### config.mk
export PLATFORM = sky130hd
export DESIGN_NAME = spi_slave_core
export DESIGN_NICKNAME = d
export VERILOG_FILES = /design/src/rtl/spi_slave_core_pkg.sv /design/src/rtl/spi_slave_core_edge_sync.sv /design/src/rtl/spi_slave_core.sv
export SDC_FILE = /design/constraint.sdc
export NUM_CORES = 1
export LEC_CHECK = 0
export BUFFER_PORTS_ARGS = -buffer_cell sky130_fd_sc_hd__buf_4
export CORE_UTILIZATION = 55
export DETAILED_ROUTE_END_ITERATION = 10
export GPL_TIMING_DRIVEN = 0
export PLACE_DENSITY = 0.75
export SLEW_MARGIN = 20
export SYNTH_ARGS = -nofsm -noshare
export SYNTH_HDL_FRONTEND = slang
export SYNTH_SLANG_ARGS = --single-unit
### constraint.sdc
create_clock -name clk -period 3.2 [get_ports clk]
set_input_delay 0.32 -clock clk [delete_from_list [all_inputs] [get_ports clk]]
set_output_delay 0.32 -clock clk [all_outputs]
set_load 0.005 [all_outputs]
### src/rtl/spi_slave_core_pkg.sv
// Shared definitions for the SPI slave: mode encodings, idle transmit fill and FSM state type.
package spi_slave_core_pkg;

  // Mode encodings as {CPOL, CPHA}.
  localparam logic [1:0] SPI_MODE0 = 2'b00;
  localparam logic [1:0] SPI_MODE1 = 2'b01;
  localparam logic [1:0] SPI_MODE2 = 2'b10;
  localparam logic [1:0] SPI_MODE3 = 2'b11;

  // Every bit of the default fill word takes this value.
  localparam bit TX_FILL_BIT = 1'b1;

  typedef enum logic {
    IDLE   = 1'b0,
    ACTIVE = 1'b1
  } state_e;

endpackage

### src/rtl/spi_slave_core_edge_sync.sv
// Multi-flop synchroniser with one extra delay flop, giving a clean level plus
// single-cycle rise and fall pulses in the clk domain.
module spi_slave_core_edge_sync #(
  parameter int SYNC_STAGES = 2,
  parameter bit RESET_VAL   = 1'b0
) (
  input  logic clk,
  input  logic rstn,
  input  logic d_i,
  output logic level_o,
  output logic rise_o,
  output logic fall_o
);

  logic [SYNC_STAGES-1:0] sync_q;
  logic                   dly_q;

  always_ff @(posedge clk or negedge rstn) begin
    if (!rstn) begin
      sync_q <= {SYNC_STAGES{RESET_VAL}};
      dly_q  <= RESET_VAL;
    end else begin
      sync_q <= {sync_q[SYNC_STAGES-2:0], d_i};
      dly_q  <= sync_q[SYNC_STAGES-1];
    end
  end

  assign level_o = sync_q[SYNC_STAGES-1];
  assign rise_o  = level_o & ~dly_q;
  assign fall_o  = ~level_o & dly_q;

endmodule

### src/rtl/spi_slave_core.sv
// SPI slave: configurable width, mode and bit order, buffered tx holding register,
// cs_n framing with underrun and partial-word abort reporting. Entirely in the clk domain.
module spi_slave_core
  import spi_slave_core_pkg::*;
#(
  parameter int                DATA_W      = 8,
  parameter bit                CPOL        = 1'b1,
  parameter bit                CPHA        = 1'b1,
  parameter bit                LSB_FIRST   = 1'b0,
  parameter int                SYNC_STAGES = 2,
  parameter logic [DATA_W-1:0] TX_FILL     = {DATA_W{TX_FILL_BIT}}
) (
  input  logic              clk,
  input  logic              rstn,
  input  logic              cs_n_i,
  input  logic              sck_i,
  input  logic              mosi_i,
  output logic              miso_o,
  output logic              miso_oe_o,
  input  logic [DATA_W-1:0] tx_data_i,
  input  logic              tx_valid_i,
  output logic              tx_ready_o,
  output logic [DATA_W-1:0] rx_data_o,
  output logic              rx_valid_o,
  output logic              tx_underrun_o,
  output logic              frame_abort_o,
  output logic              busy_o,
  output state_e            state_o
);

  localparam int             CW   = $clog2(DATA_W);
  localparam logic [CW-1:0]  LAST = CW'(DATA_W - 1);

  // Handshake: a tx word is taken on any clk edge where tx_valid_i && tx_ready_o;
  // tx_ready_o is low exactly while the holding register is full. rx has no backpressure.

  logic sck_level_unused, sck_rise, sck_fall;
  logic cs_lvl, cs_rise, cs_fall_unused;
  logic mosi_lvl, mosi_rise_unused, mosi_fall_unused;

  spi_slave_core_edge_sync #(.SYNC_STAGES(SYNC_STAGES), .RESET_VAL(CPOL)) u_sck_sync (
    .clk(clk), .rstn(rstn), .d_i(sck_i),
    .level_o(sck_level_unused), .rise_o(sck_rise), .fall_o(sck_fall)
  );

  spi_slave_core_edge_sync #(.SYNC_STAGES(SYNC_STAGES), .RESET_VAL(1'b1)) u_cs_sync (
    .clk(clk), .rstn(rstn), .d_i(cs_n_i),
    .level_o(cs_lvl), .rise_o(cs_rise), .fall_o(cs_fall_unused)
  );

  spi_slave_core_edge_sync #(.SYNC_STAGES(SYNC_STAGES), .RESET_VAL(1'b0)) u_mosi_sync (
    .clk(clk), .rstn(rstn), .d_i(mosi_i),
    .level_o(mosi_lvl), .rise_o(mosi_rise_unused), .fall_o(mosi_fall_unused)
  );

  state_e            state_q, state_d;
  logic [CW-1:0]     cnt_q, cnt_d;
  logic [DATA_W-1:0] rx_sh_q, rx_sh_d;
  logic [DATA_W-1:0] rx_data_q, rx_data_d;
  logic              rx_valid_q, rx_valid_d;
  logic [DATA_W-1:0] tx_sh_q, tx_sh_d;
  logic [DATA_W-1:0] hold_q, hold_d;
  logic              hold_full_q, hold_full_d;
  logic              miso_q, miso_d;
  logic              underrun_q, underrun_d;
  logic              abort_q, abort_d;

  function automatic logic first_bit(input logic [DATA_W-1:0] w);
    return LSB_FIRST ? w[0] : w[DATA_W-1];
  endfunction

  function automatic logic [DATA_W-1:0] shift_out(input logic [DATA_W-1:0] w);
    return LSB_FIRST ? {1'b0, w[DATA_W-1:1]} : {w[DATA_W-2:0], 1'b0};
  endfunction

  logic lead_e, trail_e, sample_e, shift_e, word_done, cs_end, word_start;

  always_comb begin
    lead_e     = CPOL ? sck_fall : sck_rise;
    trail_e    = CPOL ? sck_rise : sck_fall;
    // Edges count while the registered state is ACTIVE, so a last sample edge
    // arriving together with the cs_n rise still completes its word.
    sample_e   = (state_q == ACTIVE) && (CPHA ? trail_e : lead_e);
    shift_e    = (state_q == ACTIVE) && (CPHA ? lead_e : trail_e);
    word_done  = sample_e && (cnt_q == LAST);
    cs_end     = (state_q == ACTIVE) && cs_rise;
    word_start = ((state_q == IDLE) && !cs_lvl) || (word_done && !cs_end);
  end

  always_comb begin
    logic [DATA_W-1:0] word;
    state_d     = state_q;
    cnt_d       = cnt_q;
    rx_sh_d     = rx_sh_q;
    rx_data_d   = rx_data_q;
    rx_valid_d  = 1'b0;
    tx_sh_d     = tx_sh_q;
    hold_d      = hold_q;
    hold_full_d = hold_full_q;
    miso_d      = miso_q;
    underrun_d  = 1'b0;
    abort_d     = 1'b0;
    word        = TX_FILL;

    unique case (state_q)
      IDLE:    if (!cs_lvl) state_d = ACTIVE;
      ACTIVE:  if (cs_end)  state_d = IDLE;
      default: state_d = IDLE;
    endcase

    if ((state_q == IDLE) && !cs_lvl) cnt_d = '0;

    if (sample_e) begin
      rx_sh_d = LSB_FIRST ? {mosi_lvl, rx_sh_q[DATA_W-1:1]} : {rx_sh_q[DATA_W-2:0], mosi_lvl};
      if (cnt_q == LAST) begin
        cnt_d      = '0;
        rx_data_d  = rx_sh_d;
        rx_valid_d = 1'b1;
      end else begin
        cnt_d = cnt_q + CW'(1);
      end
    end

    // With CPHA=0 the trailing edge that follows a word's last sample belongs to
    // the new word, whose first bit is already on miso.
    if (shift_e && (CPHA || (cnt_q != '0))) begin
      miso_d  = first_bit(tx_sh_q);
      tx_sh_d = shift_out(tx_sh_q);
    end

    if (word_start) begin
      if (hold_full_q) begin
        word        = hold_q;
        hold_full_d = 1'b0;
      end else begin
        underrun_d  = 1'b1;
      end
      if (!CPHA) begin
        miso_d  = first_bit(word);
        tx_sh_d = shift_out(word);
      end else begin
        tx_sh_d = word;
      end
    end

    if (cs_end) begin
      if (!word_done && ((cnt_q != '0) || sample_e)) abort_d = 1'b1;
      cnt_d   = '0;
      tx_sh_d = '0;
      miso_d  = 1'b0;
    end

    if (tx_valid_i && !hold_full_q) begin
      hold_d      = tx_data_i;
      hold_full_d = 1'b1;
    end
  end

  always_ff @(posedge clk or negedge rstn) begin
    if (!rstn) begin
      state_q     <= IDLE;
      cnt_q       <= '0;
      rx_sh_q     <= '0;
      rx_data_q   <= '0;
      rx_valid_q  <= 1'b0;
      tx_sh_q     <= '0;
      hold_q      <= '0;
      hold_full_q <= 1'b0;
      miso_q      <= 1'b0;
      underrun_q  <= 1'b0;
      abort_q     <= 1'b0;
    end else begin
      state_q     <= state_d;
      cnt_q       <= cnt_d;
      rx_sh_q     <= rx_sh_d;
      rx_data_q   <= rx_data_d;
      rx_valid_q  <= rx_valid_d;
      tx_sh_q     <= tx_sh_d;
      hold_q      <= hold_d;
      hold_full_q <= hold_full_d;
      miso_q      <= miso_d;
      underrun_q  <= underrun_d;
      abort_q     <= abort_d;
    end
  end

  assign miso_o        = miso_q;
  assign miso_oe_o     = (state_q == ACTIVE);
  assign busy_o        = (state_q == ACTIVE);
  assign tx_ready_o    = ~hold_full_q;
  assign rx_data_o     = rx_data_q;
  assign rx_valid_o    = rx_valid_q;
  assign tx_underrun_o = underrun_q;
  assign frame_abort_o = abort_q;
  assign state_o       = state_q;

endmodule

==> parameters.txt <==
Parameter                              Value

Status
  Run status    finished, final reports clean

Layout
  Share of layout cells above drive strength 1    31.5%
  Summed area of non-filler cells in the final layout    0.00234 sq mm
  Commonest non-fill, non-tap cell in the layout    sky130_fd_sc_hd__nand2_1
  P&R area growth vs syn    17.1%
  Most frequent cells in the layout    sky130_fd_sc_hd__nand2_1, sky130_fd_sc_hd__dfrtp_1, sky130_fd_sc_hd__buf_4
  Net count, final    229
  Number of diodes added for antenna fixing    0

Clock network
  Worst-Skew Late Latency    approximately 370 ps
  Clock slew seen by the registers of the worst setup and hold paths    150 ps
  H-Tree Level Count    2
  Cts bufs inserted    5
  Post-CTS repair timing setup buffer count    0
  Number of instances resized during post-cts repair    0
  Number of clock sinks    48
  Deepest clock path buffer count    2
  TritonCTS clock tree    yes
  Cell chosen for the clock root    sky130_fd_sc_hd__clkbuf_4

Global route
  Largest net degree at the start of global routing    49
  Final global-route overflow total    0
  Via count of the first global-routing pass    1283
  Global Route met3 Usage    between 5 and 6%
  Global-route met2 utilization    approximately a third
  Most used routing layer in global routing    met2
  Total routing usage reported by global routing    19.6%
  Number of antenna violations at the first check in global routing    0
  Met1 Usage GRT    22.5%
  Global-route wire length before repair    between 5000 and 6000 um

Synth
  Cell accounting for the most synthesized area    sky130_fd_sc_hd__dfrtp_1
  Cell area after synthesis    0.00200 sq mm
  Synth async-reset ratio    100%
  Unique masters post-synth    28
  Register area share after synthesis    60.6%
  Top FF cell, synth    sky130_fd_sc_hd__dfrtp_1
  Synthesized netlist cell count    between 150 and 200
  Top-area cell type share of the netlist area    52.7%
  Mapped Avg Cell Area    11.4 sq um
  Synth Net Count    192
  EDFF count, synth    0
  Number of register bits inferred by synthesis    48
  Syn. warnings    0
  Leading post-synthesis cells by cell area    sky130_fd_sc_hd__dfrtp_1, sky130_fd_sc_hd__nand2_1, sky130_fd_sc_hd__dfstp_2, sky130_fd_sc_hd__mux2_2, sky130_fd_sc_hd__mux2i_1

Placed design
  Estimated wirelength of the detail-placed design    roughly 2400 um
  Final weighted congestion in routability-driven placement    between 0.8 and 0.9
  Post-DP Area    roughly 0.0023 sq mm
  Number of input and output port buffers inserted    29

Worst setup path
  Maximum net fanout on the critical path    10
  Arrival time at the worst endpoint    2200 ps
  Worst Path Required    3490 ps
  Crit. Startpoint    cnt_q[0]
  FF-to-FF path depth    7
  Reg2Reg Launch Point    cnt_q[0]
  End point of the critical path    tx_sh_q[2]
  Kind of start point of the critical path    flop
  Critical register-to-register path endpoint    tx_sh_q[2]
  Sort of element at the end of the critical path    flop
  Startpoint-to-endpoint class of the critical path    flop to flop
  Setup slack, reg-to-reg    roughly 1300 ps

Route
  DR pass1 iterations    4
  Routed wire length    3410 um
  Detailed router's first-iteration violation count    90
  Via count    1324
  Mean routed wirelength per cell    roughly 13 um
  Detailed-route DRC error count    0
  Remaining antenna violation count after routing    0
  Via-to-Cell Ratio    5.11

STA
  Worst relative slew slack    between 60% and 70%
  Count of final max-slew check failures    0
  Final Setup Violations    0
  Min cycle time layout    around 1900 ps
  Period utilisation layout    59.6%
  Setup repair after global routing missed its margin    false
  Final Hold Viols    0
  Slew at the pin closest to its max-slew limit    574 ps
  Highest Clock Rate    approximately 520 MHz
  Worst hold margin    40.3 ps
  Setup Total Neg Slack    0 ps
  Final worst clock skew    23.7 ps

Die
  Ports    30
  Placeable Area    0.00342 sq mm
  Area of the die    0.00387 sq mm
  Die width    62.2 um
  Die Span Y    62.2 um
  Site Rows    21
  Initial core utilization    between 50 and 60%

Run
  Max-cap violations    0

Worst hold path
  Kind of path behind the tightest hold check    input pin to flop

Power
  Power density of the placed cells    589 mW/mm^2
  Static leakage    approximately 0.0012 uW
  Maximum vdd drop    0.357 mV
==> worst min path at each step <==
stage | start | endpoint | slack, ps | cells past startpoint
2_1_floorplan | rstn | busy_o | 20 | 0
3_3_place_gp | u_mosi_sync.sync_q[0] | u_mosi_sync.sync_q[1] | 340 | 0
3_5_place_dp | u_mosi_sync.sync_q[0] | u_mosi_sync.sync_q[1] | 340 | 0
4_1_cts | mosi_i | u_mosi_sync.sync_q[0] | 30 | 1
5_1_grt | mosi_i | u_mosi_sync.sync_q[0] | 10 | 1
6_report | mosi_i | u_mosi_sync.sync_q[0] | 40 | 1
==> synthesized netlist by cell type (all sizes together), types with 2 or more instances <==
cell type,n
nand2,54
nor2,3
inv,13
dfstp,6
o21ai,3
dfrtp,42
o221ai,7
a21oi,4
mux2,8
nor2b,3
buf,7
and3b,2
or3,2
ha,3
mux2i,8
o22ai,2
==> stage by stage <==
stage | worst slack, ps | power, uW | utilization (%) | cells
after detailed placement | 1300 | 1120 | 66.5 | 250
after global routing | 1130 | 1470 | 68.4 | 259
after floorplan | 1530 | 1020 | - | 175
after CTS | 1270 | 1390 | 68.4 | 259
final | 1290 | 1380 | 68.4 | 259
after global placement | 1340 | 1100 | 66.5 | 250
==> per-layer routing <==
metal	share of wire (%)	wire length, um
met5	0	0
met4	1.6	53
met3	3.3	111
met2	53	1810
met1	42	1430
==> worst max-delay path, cell delays in order, from the launching register on <==
cell                       delay [ps]
sky130_fd_sc_hd__dfrtp_1          460
sky130_fd_sc_hd__ha_1             230
sky130_fd_sc_hd__ha_1             240
sky130_fd_sc_hd__nand4b_4         190
sky130_fd_sc_hd__inv_2             60
sky130_fd_sc_hd__o21ai_2          310
sky130_fd_sc_hd__o221ai_1         180
sky130_fd_sc_hd__mux2i_1          160
==> cell families after synthesis <==
| family | share of synthesized area (%) |
|---|---|
| compound gates | 7.46 |
| fa+ha+maj | 1.88 |
| buf+inv | 5.20 |
| flops | 60.6 |
| mux | 8.53 |
| simple gates | 16.4 |
==> sequential cells by signal (all words and copies together) (netlist names), 2 cells and up <==
name                flops
rx_sh_q                 7
u_cs_sync.sync_q        2
hold_q                  8
tx_sh_q                 8
cnt_q                   3
u_mosi_sync.sync_q      2
rx_data_o               8
u_sck_sync.sync_q       2
==> final cells by class <==
type                            count  area [sq um]
Tap cell                           46          57.6
Clock buffer                        5          37.5
Clock inverter                      3          18.8
Timing Repair Buffer               30           228
Sequential cell                    48          1210
Inverter                           13          48.8
Multi-Input combinational cell    107           683
Fill cell                         282          1080
Buffer                              7          55.1
==> where the power goes <==
group / switching, uW / internal [uW] / leakage [uW] / total, uW
Sequential: 88.7 / 744 / 0.000601 / 832
Clock: 186 / 84.6 / 0.0000349 / 270
Combinational: 121 / 153 / 0.000577 / 274
Total: 395 / 981 / 0.00121 / 1380
==> timing repair <==
item / 4_1_cts / 5_1_grt
endpoints found under the setup margin: 0 / 0
endpoints found under the hold margin: 42 / 0
hold buffers: 1 / 0
Power figures use the tool's default switching activity.
